==> src/rtl/chip8_boot_pkg.sv <==
// Shared types and constant font tables for the CHIP-8 boot sequencer.
// The HIRES state exists only when CHIP8_HIRES_FONT_EN is defined.
package chip8_boot_pkg;

    typedef enum logic [2:0] {
        ST_FONT     = 3'd0,
`ifdef CHIP8_HIRES_FONT_EN
        ST_HIRES    = 3'd1,
`endif
        ST_CLEAR    = 3'd2,
        ST_ROM_WAIT = 3'd3,
        ST_READY    = 3'd4
    } boot_state_e;

    localparam int LORES_GLYPH_BYTES = 5;
    localparam int HIRES_GLYPH_BYTES = 10;
    localparam int GLYPH_COUNT       = 16;
    localparam int LORES_BYTES       = GLYPH_COUNT * LORES_GLYPH_BYTES;
    localparam int HIRES_BYTES       = GLYPH_COUNT * HIRES_GLYPH_BYTES;

    localparam logic [7:0] LORES_FONT [0:79] = '{
        8'hF0, 8'h90, 8'h90, 8'h90, 8'hF0,  8'h20, 8'h60, 8'h20, 8'h20, 8'h70,
        8'hF0, 8'h10, 8'hF0, 8'h80, 8'hF0,  8'hF0, 8'h10, 8'hF0, 8'h10, 8'hF0,
        8'h90, 8'h90, 8'hF0, 8'h10, 8'h10,  8'hF0, 8'h80, 8'hF0, 8'h10, 8'hF0,
        8'hF0, 8'h80, 8'hF0, 8'h90, 8'hF0,  8'hF0, 8'h10, 8'h20, 8'h40, 8'h40,
        8'hF0, 8'h90, 8'hF0, 8'h90, 8'hF0,  8'hF0, 8'h90, 8'hF0, 8'h10, 8'hF0,
        8'hF0, 8'h90, 8'hF0, 8'h90, 8'h90,  8'hE0, 8'h90, 8'hE0, 8'h90, 8'hE0,
        8'hF0, 8'h80, 8'h80, 8'h80, 8'hF0,  8'hE0, 8'h90, 8'h90, 8'h90, 8'hE0,
        8'hF0, 8'h80, 8'hF0, 8'h80, 8'hF0,  8'hF0, 8'h80, 8'hF0, 8'h80, 8'h80
    };

    localparam logic [7:0] HIRES_FONT [0:159] = '{
        8'h3C, 8'h7E, 8'hE7, 8'hC3, 8'hC3, 8'hC3, 8'hC3, 8'hE7, 8'h7E, 8'h3C,
        8'h18, 8'h38, 8'h58, 8'h18, 8'h18, 8'h18, 8'h18, 8'h18, 8'h18, 8'h3C,
        8'h3E, 8'h7F, 8'hC3, 8'h06, 8'h0C, 8'h18, 8'h30, 8'h60, 8'hFF, 8'hFF,
        8'h3C, 8'h7E, 8'hC3, 8'h03, 8'h0E, 8'h0E, 8'h03, 8'hC3, 8'h7E, 8'h3C,
        8'h06, 8'h0E, 8'h1E, 8'h36, 8'h66, 8'hC6, 8'hFF, 8'hFF, 8'h06, 8'h06,
        8'hFF, 8'hFF, 8'hC0, 8'hC0, 8'hFC, 8'hFE, 8'h03, 8'hC3, 8'h7E, 8'h3C,
        8'h3E, 8'h7C, 8'hC0, 8'hC0, 8'hFC, 8'hFE, 8'hC3, 8'hC3, 8'h7E, 8'h3C,
        8'hFF, 8'hFF, 8'h03, 8'h06, 8'h0C, 8'h18, 8'h30, 8'h60, 8'h60, 8'h60,
        8'h3C, 8'h7E, 8'hC3, 8'hC3, 8'h7E, 8'h7E, 8'hC3, 8'hC3, 8'h7E, 8'h3C,
        8'h3C, 8'h7E, 8'hC3, 8'hC3, 8'h7F, 8'h3F, 8'h03, 8'h03, 8'h3E, 8'h7C,
        8'h18, 8'h3C, 8'h66, 8'hC3, 8'hC3, 8'hFF, 8'hFF, 8'hC3, 8'hC3, 8'hC3,
        8'hFC, 8'hFE, 8'hC3, 8'hC3, 8'hFE, 8'hFE, 8'hC3, 8'hC3, 8'hFE, 8'hFC,
        8'h3C, 8'h7E, 8'hC3, 8'hC0, 8'hC0, 8'hC0, 8'hC0, 8'hC3, 8'h7E, 8'h3C,
        8'hFC, 8'hFE, 8'hC3, 8'hC3, 8'hC3, 8'hC3, 8'hC3, 8'hC3, 8'hFE, 8'hFC,
        8'hFF, 8'hFF, 8'hC0, 8'hC0, 8'hFF, 8'hFF, 8'hC0, 8'hC0, 8'hFF, 8'hFF,
        8'hFF, 8'hFF, 8'hC0, 8'hC0, 8'hFF, 8'hFF, 8'hC0, 8'hC0, 8'hC0, 8'hC0
    };

    // True when [base, base+len-1] lies inside a 2^addr_w byte space.
    function automatic bit region_fits(input int base, input int len, input int addr_w);
        return (len == 0) || ((base >= 0) && (base + len - 1 <= (1 << addr_w) - 1));
    endfunction

endpackage

==> src/rtl/chip8_font_rom.sv <==
// Combinational index -> font byte lookup; the hi-res table is selectable
// only when CHIP8_HIRES_FONT_EN is defined.
module chip8_font_rom
    import chip8_boot_pkg::*;
(
    input  logic       sel_i,
    input  logic [7:0] index_i,
    output logic [7:0] byte_o
);

    always_comb begin
        byte_o = 8'h00;
`ifdef CHIP8_HIRES_FONT_EN
        if (sel_i) begin
            if (index_i < 8'(HIRES_BYTES)) byte_o = HIRES_FONT[index_i];
        end else if (index_i < 8'(LORES_BYTES)) begin
            byte_o = LORES_FONT[index_i[6:0]];
        end
`else
        if (!sel_i && (index_i < 8'(LORES_BYTES))) byte_o = LORES_FONT[index_i[6:0]];
`endif
    end

endmodule

==> src/rtl/chip8_boot_sequencer.sv <==
// Power-on / re-init sequencer: writes fonts, zero-fills a region, then waits on the ROM loader.
// Define CHIP8_HIRES_FONT_EN to also write the 160-byte hi-res font after the lo-res one.
module chip8_boot_sequencer
    import chip8_boot_pkg::*;
#(
    parameter int ADDR_W     = 12,
    parameter int DATA_W     = 8,
    parameter int FONT_BASE  = 'h000,
    parameter int HIRES_BASE = 'h050,
    parameter int CLEAR_BASE = 'h0F0,
    parameter int CLEAR_LEN  = 16
) (
    input  logic              clk_in,
    input  logic              rst_in,
    input  logic              reinit,
    output logic              mem_we,
    output logic [ADDR_W-1:0] mem_addr,
    output logic [DATA_W-1:0] mem_wdata,
    input  logic              mem_wready,
    output logic              rom_start,
    input  logic              rom_done,
    output logic              font_ready,
    output logic              system_ready,
    output logic              busy
);

    localparam int IDX_W = (CLEAR_LEN > 256) ? $clog2(CLEAR_LEN) : 8;
`ifdef CHIP8_HIRES_FONT_EN
    localparam int HIRES_LEN = HIRES_BYTES;
`else
    localparam int HIRES_LEN = 0;
`endif

    if (DATA_W < 8) begin : g_data_w_err
        $error("chip8_boot_sequencer: DATA_W must be at least 8");
    end
    if (!region_fits(FONT_BASE, LORES_BYTES, ADDR_W)) begin : g_font_err
        $error("chip8_boot_sequencer: lo-res font region exceeds address space");
    end
    if (!region_fits(HIRES_BASE, HIRES_LEN, ADDR_W)) begin : g_hires_err
        $error("chip8_boot_sequencer: hi-res font region exceeds address space");
    end
    if (!region_fits(CLEAR_BASE, CLEAR_LEN, ADDR_W)) begin : g_clear_err
        $error("chip8_boot_sequencer: clear region exceeds address space");
    end

    boot_state_e       state_q, state_d, after_fonts;
    logic [IDX_W-1:0]  idx_q, idx_d;
    logic              font_ready_q, font_ready_d;
    logic              mem_we_q, mem_we_d;
    logic [ADDR_W-1:0] mem_addr_q, mem_addr_d, base_d;
    logic [DATA_W-1:0] mem_wdata_q, mem_wdata_d;
    logic              rom_start_q, system_ready_q, busy_q;
    logic              accept, rom_sel;
    logic [7:0]        rom_byte;

    assign accept      = mem_we_q & mem_wready;
    assign after_fonts = (CLEAR_LEN > 0) ? ST_CLEAR : ST_ROM_WAIT;

    always_comb begin
        state_d      = state_q;
        idx_d        = idx_q;
        font_ready_d = font_ready_q;
        case (state_q)
            ST_FONT: if (accept) begin
                if (idx_q == IDX_W'(LORES_BYTES - 1)) begin
                    idx_d = '0;
`ifdef CHIP8_HIRES_FONT_EN
                    state_d = ST_HIRES;
`else
                    state_d      = after_fonts;
                    font_ready_d = 1'b1;
`endif
                end else begin
                    idx_d = idx_q + 1'b1;
                end
            end
`ifdef CHIP8_HIRES_FONT_EN
            ST_HIRES: if (accept) begin
                if (idx_q == IDX_W'(HIRES_BYTES - 1)) begin
                    idx_d        = '0;
                    state_d      = after_fonts;
                    font_ready_d = 1'b1;
                end else begin
                    idx_d = idx_q + 1'b1;
                end
            end
`endif
            ST_CLEAR: if (accept) begin
                if (idx_q == IDX_W'(CLEAR_LEN - 1)) begin
                    idx_d   = '0;
                    state_d = ST_ROM_WAIT;
                end else begin
                    idx_d = idx_q + 1'b1;
                end
            end
            ST_ROM_WAIT: if (rom_done) state_d = ST_READY;
            ST_READY: if (reinit) begin
                state_d      = ST_FONT;
                idx_d        = '0;
                font_ready_d = 1'b0;
            end
            default: begin
                state_d = ST_FONT;
                idx_d   = '0;
            end
        endcase
    end

`ifdef CHIP8_HIRES_FONT_EN
    assign rom_sel = (state_d == ST_HIRES);
`else
    assign rom_sel = 1'b0;
`endif

    chip8_font_rom u_font_rom (
        .sel_i   (rom_sel),
        .index_i (idx_d[7:0]),
        .byte_o  (rom_byte)
    );

    // Outputs are registered from the upcoming position so the write port never bubbles.
    always_comb begin
        mem_we_d    = 1'b0;
        base_d      = '0;
        mem_wdata_d = '0;
        case (state_d)
            ST_FONT: begin
                mem_we_d    = 1'b1;
                base_d      = ADDR_W'(FONT_BASE);
                mem_wdata_d = DATA_W'(rom_byte);
            end
`ifdef CHIP8_HIRES_FONT_EN
            ST_HIRES: begin
                mem_we_d    = 1'b1;
                base_d      = ADDR_W'(HIRES_BASE);
                mem_wdata_d = DATA_W'(rom_byte);
            end
`endif
            ST_CLEAR: begin
                mem_we_d = 1'b1;
                base_d   = ADDR_W'(CLEAR_BASE);
            end
            default: ;
        endcase
        mem_addr_d = mem_we_d ? (base_d + ADDR_W'(idx_d)) : '0;
    end

    always_ff @(posedge clk_in) begin
        if (rst_in) begin
            state_q        <= ST_FONT;
            idx_q          <= '0;
            font_ready_q   <= 1'b0;
            mem_we_q       <= 1'b0;
            mem_addr_q     <= '0;
            mem_wdata_q    <= '0;
            rom_start_q    <= 1'b0;
            system_ready_q <= 1'b0;
            busy_q         <= 1'b1;
        end else begin
            state_q        <= state_d;
            idx_q          <= idx_d;
            font_ready_q   <= font_ready_d;
            mem_we_q       <= mem_we_d;
            mem_addr_q     <= mem_addr_d;
            mem_wdata_q    <= mem_wdata_d;
            rom_start_q    <= (state_d == ST_ROM_WAIT);
            system_ready_q <= (state_d == ST_READY);
            busy_q         <= (state_d != ST_ROM_WAIT) && (state_d != ST_READY);
        end
    end

    assign mem_we       = mem_we_q;
    assign mem_addr     = mem_addr_q;
    assign mem_wdata    = mem_wdata_q;
    assign rom_start    = rom_start_q;
    assign font_ready   = font_ready_q;
    assign system_ready = system_ready_q;
    assign busy         = busy_q;

endmodule

==> config.mk <==
export PLATFORM = sky130hd
export DESIGN_NAME = chip8_boot_sequencer
export DESIGN_NICKNAME = d
export VERILOG_FILES = /design/src/rtl/chip8_boot_pkg.sv /design/src/rtl/chip8_font_rom.sv /design/src/rtl/chip8_boot_sequencer.sv
export SDC_FILE = /design/constraint.sdc
export NUM_CORES = 1
export LEC_CHECK = 0
export CAP_MARGIN = 10
export CELL_PAD_IN_SITES_DETAIL_PLACEMENT = 1
export CELL_PAD_IN_SITES_GLOBAL_PLACEMENT = 1
export CORE_MARGIN = 8
export CORE_UTILIZATION = 25
export CTS_BUF_LIST = sky130_fd_sc_hd__clkbuf_8
export DETAILED_ROUTE_END_ITERATION = 8
export PLACE_DENSITY_LB_ADDON = 0.1
export SLEW_MARGIN = 0
export SYNTH_ARGS = -nofsm -noshare
export SYNTH_HDL_FRONTEND = slang
export SYNTH_HIERARCHICAL = 1
export SYNTH_SLANG_ARGS = --single-unit
==> constraint.sdc <==
create_clock -name clk_in -period 5.7 [get_ports clk_in]
set_input_delay 0.855 -clock clk_in [delete_from_list [all_inputs] [get_ports clk_in]]
set_output_delay 0.855 -clock clk_in [all_outputs]
set_load 0.005 [all_outputs]
==> parameters.txt <==
Parameter                              Value

CTS
  Number of buffers created by CTS ... 5
  CTS tree ... yes
  Number of gates given a new drive strength after cts ... 0
  Clock latency at the later pin of the worst-skew pair ... 0.28 ns
  Worst-path clk slew ... 0.07 ns
  # clock sinks ... 33
  H-tree levels ... 2
  Number of hold-repair buffers added at the cts stage ... 0
  Clock Root Buffer ... sky130_fd_sc_hd__clkbuf_8
  Buffers inserted during post-CTS setup optimization ... 0
  Maximum clock path buffer count ... 2

Logic synthesis
  Number of storage elements in the synthesis netlist ... 33
  Top_reg_cell synth ... sky130_fd_sc_hd__dfxtp_1
  Average size of a mapped cell ... 8.85 um^2
  Cell types with the largest area share after synthesis ... sky130_fd_sc_hd__dfxtp_1, sky130_fd_sc_hd__ha_1, sky130_fd_sc_hd__a21oi_1
  Sequential-to-total area share from yosys stat ... a little under a third
  Number of warnings printed during yosys synthesis ... 6
  Async set-or-reset flop fraction in the synthesized netlist ... 0%
  Top cell type's share of synthesized area ... 30.7%
  Cell type with the largest total area after synthesis ... sky130_fd_sc_hd__dfxtp_1
  Cell variety after synth ... 67
  Dominant cell by count in the synthesized netlist ... sky130_fd_sc_hd__dfxtp_1
  Post-synthesis instance total ... 243
  Top cells by instance count after synthesis ... sky130_fd_sc_hd__dfxtp_1, sky130_fd_sc_hd__nor2_1, sky130_fd_sc_hd__a21oi_1, sky130_fd_sc_hd__ha_1, sky130_fd_sc_hd__inv_1
  Number of flops mapped to enable cells by yosys ... 0
  Netlist Area Pre-Place ... 0.00215 mm^2

STA
  Post-route worst hold slack ... about 0.55 ns
  Setup TNS ... 0 ns
  Shortest period the worst path allows ... 4.18 ns
  Setup repair after global routing missed its margin ... no
  Transition time at the pin with the least slew margin ... 0.737 ns
  Post-Route Skew ... approximately 0.0075 ns
  Relative slew margins ... approximately half
  Fin. Hold Viols ... 0
  Post-route worst setup slack ... 1.52 ns
  Total count of max-transition violations in the final report ... 0
  Setup violation total in the final timing report ... 0
  Top achievable clock speed ... 0.239 GHz
  Part of the cycle the worst path needs ... 73.4%

Power
  Share of total power in sequential cells ... approximately half
  Sw Pwr ... roughly 0.12 mW
  Clock share of power ... ~36%
  PnR Total Power ... 0.467 mW
  Static leakage ... roughly 0.96 nW
  Switching power as a share of total power ... 26.0%
  Worst vdd rail ir drop ... 73.3 uV
  Power density cells ... between 150 and 200 mW/mm^2
  Internal Pwr Total ... 0.346 mW
  Combinational fraction of design power ... 12.9%

Critical path
  Nature of the critical path startpoint ... input port
  Source of the worst register-to-register timing path ... idx_q[0]$_SDFF_PP0_
  Required time at the endpoint of the critical path ... 5.88 ns
  Ordered cell list for the critical path ... clkdlybuf4s50_1 -> nand4bb_1 -> a31oi_1 -> mux2i_1 -> inv_1 -> inv_1 -> ha_1 -> nor2_1 -> a211oi_1 -> a211oi_1 -> a211oi_1 -> o41a_2 -> and2_1
  Largest fanout of any net on the critical path ... 8
  Setup crit end kind ... flip-flop
  Delay contributed by the slowest stage of the critical path ... 0.53 ns
  Buffers plus inverters on the worst setup path ... 3
  Cell type of the slowest stage on the worst timing path ... sky130_fd_sc_hd__clkdlybuf4s50_1
  Most numerous cell on the critical path ... sky130_fd_sc_hd__a211oi_1
  Endpoint arrival time on the critical path ... between 4 and 5 ns
  Largest delay share family, worst path ... compound AO/OA/AOI/OAI gates
  Critical path start-end classification ... input port to flip-flop
  Setup slack, reg-to-reg ... 1.89 ns
  Crit path from ... mem_wready

Global routing
  Total global routing track utilization ... between 10% and 20%
  First-pass GRT wire length ... 10.3 mm
  Pin count of the biggest net entering global routing ... 21
  Antenna violations before repair ... 0
  Via count of the first global-routing pass ... 2,059
  Grt total ovfl ... 0

Worst hold path
  Start point of the worst hold path ... idx_q[7]$_SDFF_PP0_
  Type of the worst min-delay path ... flip-flop to flip-flop

Floorplanning
  Effective utilization at floorplan ... 25.2%
  Cell row count ... 34
  Core area ... roughly 0.0086 mm^2
  Number of ports placed on the die boundary ... 30
  Die span in y ... 109 um
  Die extent in x ... 109 um
  DIE AREA ... around 0.012 mm^2

Placed design
  Final weighted congestion of routability-driven global placement ... 0.778
  Placed Cells ... 365
  Worst setup slack after placement ... ~1.3 ns
  Post-detailed-placement half-perimeter wirelength ... 4.44 mm
  Number of port buffers ... 26

Finish
  Share of layout cells above drive strength 1 ... about 7.9%
  Growth of design area from synthesis to finish ... 16.7%
  Number of antenna diodes ... 0
  # nets final ... 283
  Final cell count without fillers ... 373

Route
  Post-DRT Antenna Nets ... 0
  1st-pass router iterations ... 5
  DRC Markers ... 0
  Routed length per instance ... 15.9 um
  Via Count ... 1,851
  Final Routed Wirelength ... 5.92 mm
  Detail-routed via count per cell ... 4.96
  Initial drt markers ... 39

Job
  Max Cap Violations ... 0

Outcome
  Run status ... completed
## worst register-to-register path, cell delays in order, from the launching register on
cell and delay [ns]:
sky130_fd_sc_hd__dfxtp_1 0.35, sky130_fd_sc_hd__ha_1 0.23, sky130_fd_sc_hd__and3_1 0.29, sky130_fd_sc_hd__a31oi_1 0.46
sky130_fd_sc_hd__mux2i_1 0.24, sky130_fd_sc_hd__inv_1 0.28, sky130_fd_sc_hd__inv_1 0.22, sky130_fd_sc_hd__ha_1 0.34
sky130_fd_sc_hd__nor2_1 0.24, sky130_fd_sc_hd__a211oi_1 0.09, sky130_fd_sc_hd__a211oi_1 0.35, sky130_fd_sc_hd__a211oi_1 0.10
sky130_fd_sc_hd__o41a_2 0.39, sky130_fd_sc_hd__and2_1 0.13
## sequential cells by signal, summed over array words and instances, names as in the netlist
| name | cells |
|---|---|
| idx_q | 8 |
| font_ready | 1 |
| mem_wdata | 8 |
| system_ready | 1 |
| mem_we | 1 |
| busy | 1 |
| rom_start | 1 |
| mem_addr | 9 |
| state_q | 3 |
## placed cells by master, fill, tap and decap left out, types with 3 or more instances in the layout
cell type                          n
sky130_fd_sc_hd__mux2i_1           5
sky130_fd_sc_hd__a21oi_1          22
sky130_fd_sc_hd__nor2_1           28
sky130_fd_sc_hd__inv_1            14
sky130_fd_sc_hd__clkbuf_8          5
sky130_fd_sc_hd__nand2b_1          3
sky130_fd_sc_hd__a211oi_1          6
sky130_fd_sc_hd__and2_1           10
sky130_fd_sc_hd__conb_1            9
sky130_fd_sc_hd__nand2_1          12
sky130_fd_sc_hd__nand3_1           6
sky130_fd_sc_hd__a31oi_1           3
sky130_fd_sc_hd__and3_1            3
sky130_fd_sc_hd__a22oi_1           3
sky130_fd_sc_hd__clkdlybuf4s50_1  26
sky130_fd_sc_hd__ha_1             13
sky130_fd_sc_hd__o21ai_0           4
sky130_fd_sc_hd__dfxtp_1          33
## metal layers
layer / vias up / routed length (um) / share of wire, % / GRT usage, %
met1: 916 / 2620 / 44 / 12.8
met4: 0 / 180 / 3.0 / 6.16
met3: 13 / 146 / 2.5 / 1.54
met5: - / 0 / 0 / 0
li1: 894 / - / - / -
met2: 28 / 2970 / 50 / 18.7
## cell families after synthesis
group	share of synthesized area, %
other cells	0.349
mux	6.17
buf+inv	9.19
fa+ha+maj	8.49
compound gates	20.2
flops	30.7
simple gates	23.2
xor+xnor	1.63
## power groups by stage
| stage | clock network, mW | registers (mW) | logic [mW] |
|---|---|---|---|
| after global placement | 0 | 0.243 | 0.0609 |
| after CTS | 0.179 | 0.238 | 0.0606 |
| after floorplan | 0 | 0.243 | 0.0383 |
| final | 0.169 | 0.238 | 0.0605 |
| after detailed placement | 0 | 0.243 | 0.0602 |
| after global routing | 0.191 | 0.238 | 0.0682 |
## area by class of cell
type	instances	area (um^2)
Multi-Input combinational cell	184	1320
Sequential cell	33	661
Timing Repair Buffer	26	260
Clock buffer	5	68.8
Clock inverter	3	13.8
Fill cell	1030	6040
Inverter	14	52.6
Tap cell	108	135
## path summary, 6_finish.rpt
| path | cells past startpoint | endpoint |
|---|---|---|
| min reg2reg | 2 | idx_q[7]$_SDFF_PP0_ |
| min | 2 | idx_q[7]$_SDFF_PP0_ |
| max reg2reg | 13 | mem_wdata[5]$_SDFF_PP0_ |
| max | 13 | mem_wdata[5]$_SDFF_PP0_ |
## metrics by stage
step / utilization, % / instance area (um^2)
after floorplan: - / 2180
after global placement: 28.4 / 2430
after detailed placement: 28.4 / 2430
after CTS: 29.4 / 2510
after global routing: 29.4 / 2510
final: 29.4 / 2510
(Power assumes the default switching activity.)
